### src/rtl/tone_scheduler.sv
// Tone and melody scheduler for a square-wave sound generator.
// A millisecond timebase derived from ticks_per_milli paces either a single
// requested tone or one of two built-in melodies. The output freq is the pitch
// to play, with 0 meaning silence.
module tone_scheduler (
    input  logic        clk,
    input  logic        rst,
    input  logic [15:0] ticks_per_milli,
    input  logic        tone_req,
    input  logic [9:0]  tone_freq,
    input  logic [9:0]  tone_ms,
    input  logic        melody_start,
    input  logic [1:0]  melody_sel,
    input  logic        stop,
    output logic [9:0]  freq,
    output logic        busy,
    output logic        ack,
    output logic        done,
    output logic [2:0]  note_idx
);

    typedef enum logic [1:0] {
        IDLE   = 2'd0,
        TONE   = 2'd1,
        MELODY = 2'd2
    } state_t;

    state_t      state, state_nx;
    logic [15:0] tick_cnt, tick_nx, tick_last;
    logic        ms_tick;
    logic [9:0]  ms_left, ms_nx;
    logic [9:0]  freq_nx;
    logic [2:0]  idx_nx;
    logic        ack_nx, done_nx;
    logic        gameover, gameover_nx;
    logic        mel_ok;

    // Pitch of a melody note; notes past the end are silent.
    function automatic logic [9:0] note_freq(input logic over, input logic [2:0] idx);
        logic [9:0] f;
        f = 10'd0;
        if (over) begin
            case (idx)
                3'd0:    f = 10'd622;
                3'd1:    f = 10'd587;
                3'd2:    f = 10'd554;
                3'd3:    f = 10'd523;
                3'd4:    f = 10'd523;
                default: f = 10'd0;
            endcase
        end else begin
            case (idx)
                3'd0:    f = 10'd330;
                3'd1:    f = 10'd392;
                3'd2:    f = 10'd659;
                3'd3:    f = 10'd523;
                3'd4:    f = 10'd587;
                3'd5:    f = 10'd784;
                default: f = 10'd0;
            endcase
        end
        return f;
    endfunction

    // Duration of a melody note in milliseconds.
    function automatic logic [9:0] note_ms(input logic over, input logic [2:0] idx);
        logic [9:0] d;
        if (over) d = (idx == 3'd4) ? 10'd1000 : 10'd300;
        else      d = 10'd150;
        return d;
    endfunction

    // Index of the final note of the selected melody.
    function automatic logic [2:0] last_idx(input logic over);
        return over ? 3'd4 : 3'd6;
    endfunction

    // A period of 0 behaves like 1 so the timebase never stalls. Using >= lets a
    // shrinking period take effect at the very next cycle.
    assign tick_last = (ticks_per_milli == 16'd0) ? 16'd0 : ticks_per_milli - 16'd1;
    assign ms_tick   = (tick_cnt >= tick_last);
    // Reserved selectors behave as if melody_start were absent.
    assign mel_ok    = melody_start && !melody_sel[1];
    assign busy      = (state != IDLE);

    // Next-state and output decode: stop beats melody_start beats tone_req.
    always_comb begin
        state_nx    = state;
        freq_nx     = freq;
        idx_nx      = note_idx;
        ms_nx       = ms_left;
        gameover_nx = gameover;
        ack_nx      = 1'b0;
        done_nx     = 1'b0;
        tick_nx     = ms_tick ? 16'd0 : tick_cnt + 16'd1;

        if (stop) begin
            if (state != IDLE) begin
                state_nx = IDLE;
                freq_nx  = 10'd0;
                idx_nx   = 3'd0;
                ms_nx    = 10'd0;
            end
        end else if (mel_ok) begin
            state_nx    = MELODY;
            gameover_nx = melody_sel[0];
            idx_nx      = 3'd0;
            freq_nx     = note_freq(melody_sel[0], 3'd0);
            ms_nx       = note_ms(melody_sel[0], 3'd0);
            ack_nx      = 1'b1;
            tick_nx     = 16'd0;
        end else if (tone_req && state == IDLE) begin
            ack_nx  = 1'b1;
            tick_nx = 16'd0;
            if (tone_ms == 10'd0) begin
                done_nx = 1'b1;
            end else begin
                state_nx = TONE;
                freq_nx  = tone_freq;
                ms_nx    = tone_ms;
            end
        end else if (state != IDLE && ms_tick) begin
            if (ms_left > 10'd1) begin
                ms_nx = ms_left - 10'd1;
            end else if (state == MELODY && note_idx != last_idx(gameover)) begin
                idx_nx  = note_idx + 3'd1;
                freq_nx = note_freq(gameover, note_idx + 3'd1);
                ms_nx   = note_ms(gameover, note_idx + 3'd1);
            end else begin
                state_nx = IDLE;
                freq_nx  = 10'd0;
                idx_nx   = 3'd0;
                ms_nx    = 10'd0;
                done_nx  = 1'b1;
            end
        end
    end

    // State, timebase and output registers.
    always_ff @(posedge clk) begin
        if (rst) begin
            state    <= IDLE;
            tick_cnt <= 16'd0;
            ms_left  <= 10'd0;
            freq     <= 10'd0;
            note_idx <= 3'd0;
            gameover <= 1'b0;
            ack      <= 1'b0;
            done     <= 1'b0;
        end else begin
            state    <= state_nx;
            tick_cnt <= tick_nx;
            ms_left  <= ms_nx;
            freq     <= freq_nx;
            note_idx <= idx_nx;
            gameover <= gameover_nx;
            ack      <= ack_nx;
            done     <= done_nx;
        end
    end

endmodule

### config.mk
export PLATFORM = sky130hd
export DESIGN_NAME = tone_scheduler
export DESIGN_NICKNAME = d
export VERILOG_FILES = /design/src/rtl/tone_scheduler.sv
export SDC_FILE = /design/constraint.sdc
export NUM_CORES = 1
export LEC_CHECK = 0
export ABC_AREA = 1
export BUFFER_PORTS_ARGS = -buffer_cell sky130_fd_sc_hd__buf_4
export CAP_MARGIN = 20
export CORE_MARGIN = 1
export CORE_UTILIZATION = 55
export DETAILED_ROUTE_END_ITERATION = 8
export PLACE_DENSITY = 0.87
export SETUP_SLACK_MARGIN = 0.02
export SYNTH_ARGS = -nofsm -noshare
export SYNTH_HDL_FRONTEND = slang
export SYNTH_SLANG_ARGS = --single-unit
### constraint.sdc
create_clock -name clk -period 3.45 [get_ports clk]
set_input_delay 0.5175 -clock clk [delete_from_list [all_inputs] [get_ports clk]]
set_output_delay 0.5175 -clock clk [all_outputs]
set_load 0.02 [all_outputs]
# Word-level counts from Yosys, hierarchy flattened
# Index checks and enable logic that the tools add are counted.
totals:
  input_bits: 43
  wordCells: 98
  out_inout_bits: 16
  romBits: 0
  latch_bits: 0
  mem_count: 0
  ramBits: 0
  reg_bits: 44
op_classes:
  n_shift: 0
  multipliers: 0
  bitwise_logic: 1
  eq_ne: 13
  div_mod_pow: 0
  order_cmp: 2
  n_reduce_logical: 20
  muxes: 50
  addsub: 4
op_table:
  columns: ["op", "n"]
  rows:
  - ["10-bit 2-to-1 mux", 19]
  - ["16-bit 2-to-1 mux", 5]
  - ["10-bit one-hot mux with 6 select lines", 1]
  - ["10-bit one-hot mux with 4 select lines", 1]
  - ["3-bit 2-to-1 mux", 7]
  - ["2-bit 2-to-1 mux", 9]
  - ["16-bit by 1-bit adder with 16-bit output, second input constant", 1]
  - ["16-bit >= comparator", 1]
  - ["16-bit logical NOT", 1]
  - ["16-bit by 1-bit subtractor with 16-bit output, second input constant", 1]
  - ["4-bit inequality test, second input constant", 3]
  - ["10-bit by 1-bit greater-than comparator with 1-bit output, second input constant", 1]
  - ["10-bit logical NOT", 1]
  - ["10-bit by 1-bit subtractor with 10-bit output, second input constant", 1]
  - ["9-bit 2-to-1 mux", 1]
  - ["4-bit AND reduction", 2]
  - ["1-bit 2-to-1 mux", 7]
  - ["3-bit by 2-bit equality test with 1-bit output, second input constant", 2]
  - ["3-bit equality test, second input constant", 2]
  - ["3-bit inequality test, second input constant", 2]
  - ["5-bit AND reduction", 1]
  - ["1-bit logical AND", 4]
  - ["4-bit nonzero test", 1]
  - ["2-bit OR reduction", 2]
  - ["14 further kinds", 14]

# Longest topological paths before layout
depth:
  ltp_word: 11
  mapped_depth: 23
  ltp_nobuf: 23

# Least setup slack after synthesis
# No wires, ideal clock.
synth_path:
  kind: "input to register"
  startpoint: "input port ticks_per_milli[1]"
  endpoint: "register freq[1]"
  setup_ps: 111
  path_stages: 22
  arrival_time_ps: 2773
  setup_slack_ps: 566
  t_required_ps: 3339
  path_buffers: 1
  path_cell_list: "nor2_1 > nand2_1 > nor3_1 > inv_1 > or2_1 > nor2_1 > xor2_1 > nand2_1 > ha_1 > nand2_1 > nor2_1 > and2_1 > nor2_1 > nand2_1 > nand2_1 > nand2_2 > nand2_2 > nand2_4 > buf_4 > nand4_1 > nand2_1 > nor2_1"
synth_between:
  elab_chain_cells: 6
  word_cells_on_any_way: 7
  cone_classes: "add/sub (1); order compare (1); mux (1); reduce/logical (4)"
synth_rtl:
  columns: ["element", "line_no", "text"]
  rows:
  - ["start, declared", "8", "input logic [15:0] ticks_per_milli,"]
  - ["16-bit by 1-bit subtractor with 16-bit output or 16-bit logical NOT (tied branches)", "80", "assign tick_last = (ticks_per_milli == 16'd0) ? 16'd0 : ticks_per_milli - 16'd1;"]
  - ["16-bit 2-to-1 mux (*)", "80", null]
  - ["16-bit >= comparator (*)", "81", "assign ms_tick = (tick_cnt >= tick_last);"]
  - ["1-bit logical AND (*)", "122", "end else if (state != IDLE && ms_tick) begin"]
  - ["4-bit nonzero test (no source line) (*)", null, null]
  - ["4-bit AND reduction (no source line) (*)", null, null]
  - ["end signal, assigned", "154", "freq <= freq_nx;"]
  - ["end, declared", "15", "output logic [9:0] freq,"]
# Mark *: on every way between the ends. The rest lies on a longest branch, timed or not.
# A chain may end at the register's enable or synchronous reset.

# Worst setup path after layout
layout_path:
  startpoint: "input port ticks_per_milli[0]"
  endpoint: "register ms_left[4]"
layout_between:
  elab_chain_cells: 6
  word_cells_on_any_way: 7
  cone_classes: "add/sub (1); order compare (1); mux (1); reduce/logical (4)"
layout_rtl:
  columns: ["element", "line_no", "text"]
  rows:
  - ["16-bit by 1-bit subtractor with 16-bit output or 16-bit logical NOT (tied branches)", "80", null]
  - ["16-bit 2-to-1 mux (*)", "80", null]
  - ["16-bit >= comparator (*)", "81", null]
  - ["1-bit logical AND (*)", "122", null]
  - ["4-bit nonzero test (no source line) (*)", null, null]
  - ["3-bit AND reduction (no source line) (*)", null, null]
  - ["end signal, assigned", "153", "ms_left <= ms_nx;"]
  - ["end, declared", "31", "logic [9:0] ms_left, ms_nx;"]
# Marks and branches as above.

==> results.yml <==
synthesis:
  yosysWarnings: 0
  synth_area_um2: 3960
  syn_area_per_cell_um2: 6.27
  ys_ff_latch: 44
  synth.net_count: 701
  ys_types: 45
  yosysSeqAreaShare_pct: 22.2
  syn_inst: 632
hold_path:
  worstHoldPathCells: 2
  hold_path.class: "in2reg"
  hold_path_end: "state[1]$_SDFFE_PP0P_"
  min_from: "rst"
pwr:
  p_int_w: 0.000981
  combPwrFrac_pct: 35.7
  seqPwrFrac_pct: 36.7
  total_leakage_power_nw: 2.28
  power_switching_share_pct: 36.7
  p_switching_w: 0.000570
  ir_worst_vdd_mv: 0.299
  cellPowerDensity_nw_per_um2: 337
  p_clk_share_pct: 27.6
job:
  cap_violations: 0
routing:
  drt-met1-wl_mm: 4.30
  wl_met3_um: 732
  postRouteWirelength_mm: 10.1
  detail-route-antenna-nets: 0
  wl_per_cell_um: 12.8
  drtIter0Drc: 338
  vias: 4217
  drt_first_pass_iters: 5
  wl_met2_mm: 4.94
  viasPerCell: 5.36
  dr.max_layer_used: "met4"
  drc: 0
finish:
  final_cell_mix: "nand2_1 (167), nor2_1 (81), inv_1 (79), buf_4 (62), dfxtp_1 (44)"
  finalNonFillerCells: 787
  nFillCells: 612
  drive_gt1_share_pct: 19.0
  n_antenna_cell: 0
  nets: 759
  final_common_cell: "nand2_1"
  area_growth_pct: 16.2
die:
  chipWidth_um: 86.9
  start_util_pct: 57.7
  design.core.area_um2: 6870
  die-area_um2: 7550
  io_pins: 59
  num_rows: 30
  die_h_um: 86.9
timing:
  period_share_pct: 90.9
  setup_viol: 0
  tns_ns: 0
  hold_viol_final: 0
  maxSlewViolCount: 0
  max_slew_margin_pct: 61.8
  fmax_mhz: 319
  tightest_slew_ns: 0.569
  fin_crit_ns: 3.14
  rsz0062_at_grt: "false"
  setup_ws_ns: 0.314
  clock_skew_ns: 0.0103
worst_setup_path:
  startpoint_type: "primary input"
  ff2ff_path_depth: 15
  worst_ep_required_time_ns: 3.65
  rr_endpoint: "ms_left[4]$_SDFFE_PP0P_"
  path_max_fanout: 27
  end_kind: "flip-flop"
  arrival_ns: 3.34
  critical_path_class: "in2reg"
  r2r_slack_ns: 1.36
  r2r-start: "tick_cnt[0]$_SDFF_PP0_"
clock_tree:
  cts_setup_buffers: 0
  clockBufferDepth: 2
  post_cts_resized: 0
  cts_sinks: 44
  cts_tree: "built"
  hold_buffers: 0
  clk_pin_slew_ns: 0.09
  cts-root-buf: "clkbuf_8"
  numCtsBuffers: 5
  insertion_delay_ns: 0.31
  htreeDepth: 2
global_routing:
  antenna_found_initial: 0
  grt_pass1_wl_mm: 16.8
  grt_pass1_vias: 3945
  track_usage_pct: 27.8
  grt_max_degree: 28
  grt_overflow: 0
outcome:
  status: "finished, final reports clean"
placed_design:
  dp_hpwl_mm: 7.85
  gp_congestion: 1.01
  port_buffers: 58
  pre_cts_slack_ns: -0.0384
  placed_cells: 779
[power groups by stage]
stage / Combinational (W) / Clock (W) / Sequential, W
finish: 0.000554 / 0.000427 / 0.000569
global route: 0.000618 / 0.000455 / 0.000574
CTS: 0.000545 / 0.000430 / 0.000569
detailed placement: 0.000540 / 0 / 0.000581
global placement: 0.000521 / 0 / 0.000579
floorplan: 0.000373 / 0 / 0.000595
[cell families (layout without fill, tap and decap cells)]
logic type / count (synthesis) / after routing / share of synthesized area (%)
compound gates: 65 / 65 / 9.28
fa+ha+maj: 26 / 26 / 8.21
xor+xnor: 19 / 19 / 4.20
buf+inv: 105 / 164 / 10.9
simple gates: 373 / 373 / 45.2
flops: 44 / 44 / 22.2
[worst max-delay path, stage by stage]
cell and delay, ns:
buf_4 0.11, inv_1 0.09, ha_1 0.19, inv_1 0.08, nor2_4 0.15, inv_2 0.04, nor2_1 0.17, inv_2 0.06
nor2_2 0.13, nand3_1 0.12, o21ai_0 0.23, a21o_1 0.12, ha_1 0.22, nand2_1 0.09, o21ai_0 0.10, a21oi_1 0.16
nand2_2 0.11, nand2_2 0.12, nand2_8 0.14, nand2_2 0.17, nand2_1 0.07, nand2_1 0.07, nor2_1 0.07
[metrics by stage]
step                power (W)  utilization (%)  hold slack [ns]  area (um2)
floorplan            0.000968                -            0.440        3960
global route          0.00165             67.0            0.463        4610
global placement      0.00110             65.1            0.462        4470
finish                0.00155             67.0            0.471        4610
CTS                   0.00154             66.9            0.470        4590
detailed placement    0.00112             65.1            0.463        4470
[registers in the layout, indices dropped and copies added, names as in the netlist]
name,cells
ms_left,10
done,1
note_idx,3
gameover,1
freq,10
state,2
tick_cnt,16
ack,1
[cells in the mapped netlist]
cell type,number,area [um2]
or2_1,1,6.26
a22oi_1,1,7.51
nand2_1,167,627
nand2_4,3,33.8
inv_2,13,48.8
clkbuf_1,2,7.51
xnor2_1,6,52.6
nor3_1,12,60.1
dfxtp_1,44,881
nand3b_1,4,30.0
o22ai_1,1,6.26
a21oi_2,1,8.76
xor2_1,13,114
o21ai_1,1,5.00
buf_2,4,20.0
a31oi_1,1,6.26
o21ai_0,16,80.1
buf_6,3,33.8
and2_1,1,6.26
o21ai_2,2,17.5
nand4_1,21,131
nand2_2,6,37.5
and3_1,1,6.26
nand3_4,4,70.1
ha_1,26,325
buf_4,2,15.0
nand4_2,1,12.5
clkinv_1,1,3.75
nor3b_1,1,7.51
nor2_4,9,101
a21o_1,1,7.51
nor4_1,1,6.26
o21bai_1,1,7.51
nand2_8,1,20.0
nor3_2,2,20.0
nor2_2,14,87.6
nand3_1,40,200
o211ai_1,3,22.5
inv_1,79,297
nand3_2,2,20.0
nor2_1,82,308
a21oi_1,35,175
a21boi_0,1,7.51
inv_4,1,6.26
a21oi_4,1,16.3
[routing by layer]
metal  global-route usage [%]  up-vias
met5                        0        -
met4                     5.91        0
met3                     5.59       15
met2                     48.2      147
met1                     35.5     1915
li1                         -     2140
[area by class of cell]
class	count	area, um2	share of cell area [%]
tap	96	120	2.61
inverter	94	355	7.72
clock buffer	6	82.6	1.79
clock inverter	2	38.8	0.842
timing repair buffer	62	465	10.1
multi-input combinational	483	2660	57.8
sequential	44	881	19.1
[worst max path at each step]
stage	start	to	slack, ns	depth (start not counted)
floorplan	ticks_per_milli[1]	freq[1]$_SDFFE_PP0P_	0.57	22
global placement	ticks_per_milli[1]	freq[1]$_SDFFE_PP0P_	0.11	23
detailed placement	ticks_per_milli[0]	ms_left[4]$_SDFFE_PP0P_	-0.04	23
CTS	ticks_per_milli[0]	ms_left[4]$_SDFFE_PP0P_	0.27	23
global route	ticks_per_milli[1]	ms_left[4]$_SDFFE_PP0P_	0.03	23
finish	ticks_per_milli[0]	ms_left[4]$_SDFFE_PP0P_	0.31	23
Power figures use the tool's default switching activity.
